**config.mk**
```make
export PLATFORM = sky130hd
export DESIGN_NAME = fetch_sequencer_flat
export DESIGN_NICKNAME = d
export VERILOG_FILES = /design/src/rtl/fetch_sequencer_if.sv /design/src/rtl/fetch_sequencer.sv /design/src/flat_wrapper.sv
export SDC_FILE = /design/constraint.sdc
export NUM_CORES = 1
export LEC_CHECK = 0
export CAP_MARGIN = 20
export CORE_UTILIZATION = 47
export DETAILED_ROUTE_END_ITERATION = 12
export HOLD_SLACK_MARGIN = 0.03
export PLACE_DENSITY = 0.82
export SETUP_SLACK_MARGIN = 0.1
export SLEW_MARGIN = 40
export SYNTH_ARGS = -nofsm -noshare
export SYNTH_HDL_FRONTEND = slang
export SYNTH_SLANG_ARGS = --single-unit
```
**constraint.sdc**
```tcl
create_clock -name clk -period 2.85 [get_ports clk]
set_input_delay 0.57 -clock clk [delete_from_list [all_inputs] [get_ports clk]]
set_output_delay 0.57 -clock clk [all_outputs]
set_load 0.01 [all_outputs]
```
**src/rtl/fetch_sequencer_if.sv**
```systemverilog
// Instruction-memory request/response port of the fetch sequencer.
// master = fetch side, slave = memory side.
interface fetch_sequencer_if #(
    parameter int DATA_WIDTH = 32
);
    logic                  imem_req_valid;
    logic                  imem_req_ready;
    logic [DATA_WIDTH-1:0] imem_addr;
    logic                  imem_rsp_valid;
    logic [DATA_WIDTH-1:0] imem_rdata;

    modport master (
        output imem_req_valid,
        output imem_addr,
        input  imem_req_ready,
        input  imem_rsp_valid,
        input  imem_rdata
    );

    modport slave (
        input  imem_req_valid,
        input  imem_addr,
        output imem_req_ready,
        output imem_rsp_valid,
        output imem_rdata
    );
endinterface

```
**src/rtl/fetch_sequencer.sv**
```systemverilog
// Single-outstanding instruction fetch controller with branch/JAL/JALR redirect and stale-response discard.
// Optional misaligned-redirect trap: define FETCH_MISALIGN_TRAP_EN.
module fetch_sequencer #(
    parameter int                  DATA_WIDTH = 32,
    parameter logic [DATA_WIDTH-1:0] RESET_PC = '0
) (
    input  logic                  clk,
    input  logic                  rst_n,
    input  logic [1:0]            PCsrc,
    input  logic [DATA_WIDTH-1:0] br_pc,
    input  logic [DATA_WIDTH-1:0] ImmOp,
    input  logic [DATA_WIDTH-1:0] ALUresult,
    input  logic                  stall,
    fetch_sequencer_if.master     imem,
    output logic                  instr_valid,
    output logic [DATA_WIDTH-1:0] instr,
    output logic [DATA_WIDTH-1:0] instr_pc,
    output logic [DATA_WIDTH-1:0] pcplus4,
    output logic                  misalign
);

`ifdef FETCH_MISALIGN_TRAP_EN
    typedef enum logic [1:0] {S_REQ, S_WAIT, S_HOLD, S_TRAP} state_t;
`else
    typedef enum logic [1:0] {S_REQ, S_WAIT, S_HOLD} state_t;
`endif

    state_t                state_q;
    logic [DATA_WIDTH-1:0] pc_q;
    logic [DATA_WIDTH-1:0] fetch_addr_q;
    logic                  stale_q;
    logic                  req_valid_q;
    logic                  instr_valid_q;
    logic [DATA_WIDTH-1:0] instr_q;
    logic [DATA_WIDTH-1:0] instr_pc_q;

    logic                  redirect;
    logic [DATA_WIDTH-1:0] target_raw;
    logic [DATA_WIDTH-1:0] target;
    logic                  accept;

    always_comb begin
        redirect   = (PCsrc == 2'b01) || (PCsrc == 2'b10);
        target_raw = (PCsrc == 2'b10) ? ALUresult : (br_pc + ImmOp);
`ifdef FETCH_MISALIGN_TRAP_EN
        target     = target_raw;
`else
        target     = {target_raw[DATA_WIDTH-1:2], 2'b00};
`endif
    end

    // Hold off a new request while an unconsumed instruction sits in the buffer,
    // so a fresh response can never overwrite it.
    assign imem.imem_req_valid = req_valid_q && !(instr_valid_q && stall);
    assign imem.imem_addr      = pc_q;
    assign accept              = imem.imem_req_valid && imem.imem_req_ready;

    assign instr_valid = instr_valid_q;
    assign instr       = instr_q;
    assign instr_pc    = instr_pc_q;
    assign pcplus4     = instr_pc_q + DATA_WIDTH'(4);

`ifdef FETCH_MISALIGN_TRAP_EN
    logic misalign_q;
    logic target_bad;
    logic rsp_pending;
    assign target_bad  = redirect && (target_raw[1:0] != 2'b00);
    assign rsp_pending = (state_q == S_WAIT) || ((state_q == S_TRAP) && stale_q);
    assign misalign    = misalign_q;
`else
    assign misalign    = 1'b0;
`endif

    always_ff @(posedge clk or negedge rst_n) begin
        if (!rst_n) begin
            state_q       <= S_REQ;
            pc_q          <= RESET_PC;
            fetch_addr_q  <= '0;
            stale_q       <= 1'b0;
            req_valid_q   <= 1'b0;
            instr_valid_q <= 1'b0;
            instr_q       <= '0;
            instr_pc_q    <= '0;
`ifdef FETCH_MISALIGN_TRAP_EN
            misalign_q    <= 1'b0;
`endif
        end else begin
            if (instr_valid_q && !stall)
                instr_valid_q <= 1'b0;
            if (redirect) begin
                instr_valid_q <= 1'b0;
                pc_q          <= target;
            end

            case (state_q)
                S_REQ: begin
                    if (accept) begin
                        fetch_addr_q <= pc_q;
                        stale_q      <= redirect;
                        state_q      <= S_WAIT;
                        req_valid_q  <= 1'b0;
                        if (!redirect)
                            pc_q <= pc_q + DATA_WIDTH'(4);
                    end else begin
                        req_valid_q  <= 1'b1;
                    end
                end
                S_WAIT: begin
                    if (imem.imem_rsp_valid) begin
                        stale_q <= 1'b0;
                        if (!redirect && !stale_q) begin
                            instr_q       <= imem.imem_rdata;
                            instr_pc_q    <= fetch_addr_q;
                            instr_valid_q <= 1'b1;
                            state_q       <= stall ? S_HOLD : S_REQ;
                            req_valid_q   <= !stall;
                        end else begin
                            state_q       <= S_REQ;
                            req_valid_q   <= 1'b1;
                        end
                    end else if (redirect) begin
                        stale_q <= 1'b1;
                    end
                end
                S_HOLD: begin
                    if (redirect || !stall) begin
                        state_q     <= S_REQ;
                        req_valid_q <= 1'b1;
                    end
                end
`ifdef FETCH_MISALIGN_TRAP_EN
                S_TRAP: begin
                    if (imem.imem_rsp_valid)
                        stale_q <= 1'b0;
                    if (redirect && !target_bad) begin
                        misalign_q <= 1'b0;
                        // A response still owed by memory must drain before refetching.
                        if (stale_q && !imem.imem_rsp_valid) begin
                            state_q     <= S_WAIT;
                        end else begin
                            state_q     <= S_REQ;
                            req_valid_q <= 1'b1;
                        end
                    end
                end
`endif
                default: begin
                    state_q     <= S_REQ;
                    req_valid_q <= 1'b0;
                end
            endcase

`ifdef FETCH_MISALIGN_TRAP_EN
            if (target_bad) begin
                state_q       <= S_TRAP;
                misalign_q    <= 1'b1;
                instr_pc_q    <= target;
                instr_valid_q <= 1'b0;
                req_valid_q   <= 1'b0;
                stale_q       <= accept || (rsp_pending && !imem.imem_rsp_valid);
            end
`endif
        end
    end

endmodule

```
**src/flat_wrapper.sv**
```systemverilog
// flat-port wrapper written by rule: the top's interface ports become plain ports
module fetch_sequencer_flat 
#(
    parameter int                  DATA_WIDTH = 32,
    parameter logic [DATA_WIDTH-1:0] RESET_PC = '0
)
  (clk, rst_n, PCsrc, br_pc, ImmOp, ALUresult, stall, instr_valid, instr, instr_pc, pcplus4, misalign, imem_imem_req_valid, imem_imem_addr, imem_imem_req_ready, imem_imem_rsp_valid, imem_imem_rdata);
  fetch_sequencer_if #(.DATA_WIDTH(DATA_WIDTH)) imem_i ();
  input  logic clk;
  input  logic rst_n;
  input  logic [1:0] PCsrc;
  input  logic [DATA_WIDTH-1:0] br_pc;
  input  logic [DATA_WIDTH-1:0] ImmOp;
  input  logic [DATA_WIDTH-1:0] ALUresult;
  input  logic stall;
  output logic instr_valid;
  output logic [DATA_WIDTH-1:0] instr;
  output logic [DATA_WIDTH-1:0] instr_pc;
  output logic [DATA_WIDTH-1:0] pcplus4;
  output logic misalign;
  output wire logic [$bits(imem_i.imem_req_valid)-1:0] imem_imem_req_valid;
  output wire logic [$bits(imem_i.imem_addr)-1:0] imem_imem_addr;
  input wire logic [$bits(imem_i.imem_req_ready)-1:0] imem_imem_req_ready;
  input wire logic [$bits(imem_i.imem_rsp_valid)-1:0] imem_imem_rsp_valid;
  input wire logic [$bits(imem_i.imem_rdata)-1:0] imem_imem_rdata;
  assign imem_imem_req_valid = imem_i.imem_req_valid;
  assign imem_imem_addr = imem_i.imem_addr;
  assign imem_i.imem_req_ready = imem_imem_req_ready;
  assign imem_i.imem_rsp_valid = imem_imem_rsp_valid;
  assign imem_i.imem_rdata = imem_imem_rdata;
  fetch_sequencer #(.DATA_WIDTH(DATA_WIDTH), .RESET_PC(RESET_PC)) u_core (.clk(clk), .rst_n(rst_n), .PCsrc(PCsrc), .br_pc(br_pc), .ImmOp(ImmOp), .ALUresult(ALUresult), .stall(stall), .imem(imem_i), .instr_valid(instr_valid), .instr(instr), .instr_pc(instr_pc), .pcplus4(pcplus4), .misalign(misalign));
endmodule
```
======== Word-level counts from Yosys, hierarchy flattened ========
Cells that the tools add are included.
operators by class
  add/subtract/negate cells ............... 3
  equal/unequal tests ..................... 8
  multiplexer cells ....................... 25
  reduce and logical (&&, ||, !) cells .... 18
operator list
  operator               number
  $mux 32                5
  $add 32x3->32 const B  2
  $add 32x32->32         1
  $mux 1                 12
  $mux 2                 5
  $reduce_and 3->1       3
  $pmux 2 s3             1
  $logic_and 1x1->1      5
  $eq 2x1->1 const B     2
  $eq 2x2->1 const B     2
  $logic_not 1->1        4
  $ne 2x1->1 const B     2
  $reduce_and 2->1       2
  $ne 3x2->1 const B     1
  $pmux 1 s3             1
  $logic_not 2->1        1
  $logic_or 1x1->1       2
  $ne 2x2->1 const B     1
  $pmux 1 s2             1
  $reduce_bool 2->1      1
storage, ports and cells
  register bits ........................... 133
  bits of input ports ..................... 135
  output and inout port bits .............. 131

======== Depth between registers and ports, before layout ========
  word-level depth ........................ 7
  gate-level depth with buffers ........... 10

======== Least setup slack after synthesis ========
No wires, ideal clock.
  path type ............................... register -> output
  start ................................... reg u_core.instr_pc_q[2] (netlist: u_core.instr_pc[2])
  end ..................................... out pcplus4[28]
  data arrival time ....................... 1988 ps
  path slack .............................. 292 ps
  cell stages (with the launch flop) ...... 9
  path through ............................ dfrtp_1 ha_1 nand3_1 nor2_1 nand3_1 nor3_1 nand2b_1 or2_2 xnor2_1
between the ends
  word-level cells in the longest chain between the ends .. 1
ends and longest elaborated chain
  item                    line                    source
  start, declared         fetch_sequencer.sv:35   logic [DATA_WIDTH-1:0] instr_pc_q;
  start signal, assigned  fetch_sequencer.sv:113  instr_pc_q <= fetch_addr_q;
  $add 32x3->32           fetch_sequencer.sv:61   assign pcplus4 = instr_pc_q + DATA_WIDTH'(4);
  end, declared           flat_wrapper.sv:19      output logic [DATA_WIDTH-1:0] pcplus4;
Every way passes these cells.

======== Worst setup path in the final report ========
  start ................................... reg u_core.instr_pc_q[2] (netlist: u_core.instr_pc[2])
  end ..................................... out pcplus4[30]
The elaborated chain is that of the path after synthesis.

==> impl_metrics.ini <==
[die]
io_pins = 266
initial_core_util_pct = 48.7
core-area_sq_mm = 0.0161
dieArea_sq_mm = 0.0172
rows = 46
die_w_um = 131
die_h_um = 131

[synthesis]
yosys_register_bits = 133
syn_inst = 827
synth.area.top_cells = dfrtp_1, mux2_2, nand2_1
syn_area_per_cell_sq_um = 9.50
synth_top_area_share_pct = 42.4
synth_common_cells = nand2_1, dfrtp_1, mux2_2
synth-main-ff-cell = dfrtp_1
syn_nets = 995
yosysWarnings = 0
synth_cell_types = 58
synthArstFlopShare_pct = 100
synth_area_leader_cell = dfrtp_1
yosysMostFrequentCell = nand2_1
syn_area_sq_mm = 0.00785
yosysSeqAreaShare_pct = 42.4
synth_edf_count = 0

[run_status]
status = finished with violations
violations = setup timing

[worst_setup_path]
r2r_start = u_core.state_q[1]
endpoint_kind = primary output
cp_data_arrival_time_ns = 2.31
worstPathMaxFanout = 3
r2r_end = u_core.imem.imem_addr[21]
reg2reg_depth = 8
crit_type = register to primary output
start_kind = register
rrSetupSlack_ns = 0.61
cp.required_ns = 2.28

[layout]
final_layout_size_suffix_gt1_share_pct = 21.5
area_growth_pct = 55.4
n_antenna_cell = 0
nNetsFinal = 1348

[power_and_ir_drop]
p_int_mw = 6.78
seq_power_share_pct = 32.4
powerDensity_mw_per_mm2 = 833
ir_drop_uv = 423
p_sw_share_pct = 33.3
p_sw_mw = 3.38
total_power_mw = 10.2
total_leakage_power_nw = 5.54
p_clk_share_pct = 22.9
power_frac_comb_pct = 44.7

[timing]
tightest_slew_ns = 0.704
fin_hold_ws_ns = 0.0285
relSlewSlack_pct = 52.9
rsz0062_at_grt = true
setup_viol = 1
hold_viol = 0
fmax_mhz = 348
skew_ns = 0.00942
slew_viol_final = 0
fin_ws_ns = -0.0254
period_share_pct = 101
final.min_clock_period_ns = 2.88

[grt]
grt_pass1_wl_mm = 35.6
grt_pass1_vias = 7358
grt_max_degree = 96
antenna_found_initial = 0
grt_usage_pct = 25.6
grt-ovfl-total = 0

[cts]
htreeDepth = 4
clkTransAtPathRegs_ns = 0.06
cts.sinks = 133
cts_tree = yes
clk_latency_ns = 0.41
cts_root_buffer = clkbuf_16
cts-buffers-inserted = 17
clock_path_buffers = 2

[route]
routed_wl_mm = 22.3
first_iter_violations = 312
via_count = 7367
drt-vias-per-instance = 5.23
drcViolationCount = 0
drtAntennaViolNets = 0
routedWlPerCell_um = 15.8
first_pass_iters = 5

[placement]
finalWeightedCongestion = 0.924
port_buffers = 262
dp_hpwl_mm = 16.7

[job]
drv_cap = 0

[worst_hold_path]
hp-class = primary input to asynchronous set/reset pin
==> metal layers <==
metal	track usage [%]	wire length (um)	vias up
met1	30.2	9150	3455
li1	-	-	3620
met4	9.11	487	0
met2	45.8	11200	252
met5	0	0	-
met3	5.32	1400	40
==> worst max-delay path: stages, from the launching register on <==
cell      delay, ns
dfrtp_1        0.39
ha_2           0.23
nand3_4        0.09
nor2_4         0.11
nand3_2        0.11
nor3_2         0.12
buf_4          0.14
nand2b_1       0.07
buf_4          0.14
nor2_2         0.10
xor2_1         0.21
buf_2          0.17
==> cells in the final DEF, fill, tap and decap left out, drive strengths merged, types with 24 or more instances in the layout <==
master	n
a21oi	42
and3	24
buf	114
clkbuf	32
clkdlybuf4s50	239
dfrtp	133
ha	33
mux2	68
nand2	150
nand3	34
nor2	38
o21ai	34
xnor2	47
xor2	34
==> worst max path at each step <==
stage	startpoint	endpoint	slack, ns	depth (start not counted)
3_3_place_gp	br_pc[12]	u_core.imem.imem_addr[31]	-0.34	10
4_1_cts	u_core.instr_pc[2]	pcplus4[28]	0.00003	10
6_report	u_core.instr_pc[2]	pcplus4[30]	-0.03	11
5_1_grt	u_core.instr_pc[2]	pcplus4[30]	-0.14	11
3_5_place_dp	br_pc[2]	u_core.imem.imem_addr[30]	-0.40	10
2_1_floorplan	u_core.instr_pc[2]	pcplus4[28]	0.29	8
==> power groups by stage <==
stage	logic (mW)	registers, mW	clock network [mW]
finish	4.54	3.30	2.32
global route	4.88	3.40	2.44
CTS	4.52	3.27	2.35
detailed placement	4.54	3.29	0
global placement	4.44	3.24	0
floorplan	1.75	3.48	0
==> kinds of logic after synthesis <==
group | share of synthesized area (%)
multiplexers | 10.0
other | 0.0477
AND/OR/NAND/NOR | 17.7
adder cells (fa/ha/maj) | 5.26
flip-flops | 42.4
AO/OA/AOI/OAI | 13.0
XOR/XNOR | 9.03
buffers and inverters | 2.64
==> sequential cells by signal, indices dropped and copies added, names as in the netlist <==
signal / flops
u_core.req_valid_q: 1
u_core.stale_q: 1
u_core.instr_valid: 1
u_core.imem.imem_addr: 32
u_core.fetch_addr_q: 32
u_core.state_q: 2
u_core.instr: 32
u_core.instr_pc: 32
==> stage by stage <==
stage | area, sq um | cells | util [%] | setup slack [ns] | TNS, ns
global route | 12200 | 1409 | 75.7 | -0.143 | -0.396
floorplan | 7850 | 827 | - | 0.292 | 0
CTS | 12100 | 1405 | 75.0 | 0.0000251 | 0
finish | 12200 | 1409 | 75.7 | -0.0254 | -0.0254
detailed placement | 11400 | 1365 | 70.6 | -0.395 | -3.37
global placement | 11400 | 1365 | 70.6 | -0.340 | -2.46
==> final cells by class <==
cell class | count | area (sq um)
Fill cell | 1109 | 3910
Sequential cell | 133 | 3330
Clock buffer | 24 | 492
Inverter | 18 | 67.6
Multi-Input combinational cell | 642 | 4480
Timing Repair Buffer | 368 | 3420
Clock inverter | 8 | 145
Tap cell | 216 | 270
==> repair_timing <==
action                     in CTS  in global routing
setup endpoints to repair      22                 25
pin swaps                       5                  9
setup buffers                   8                  3
hold buffers                    0                  0
gates resized for setup        58                 40
(Power assumes the default switching activity.)
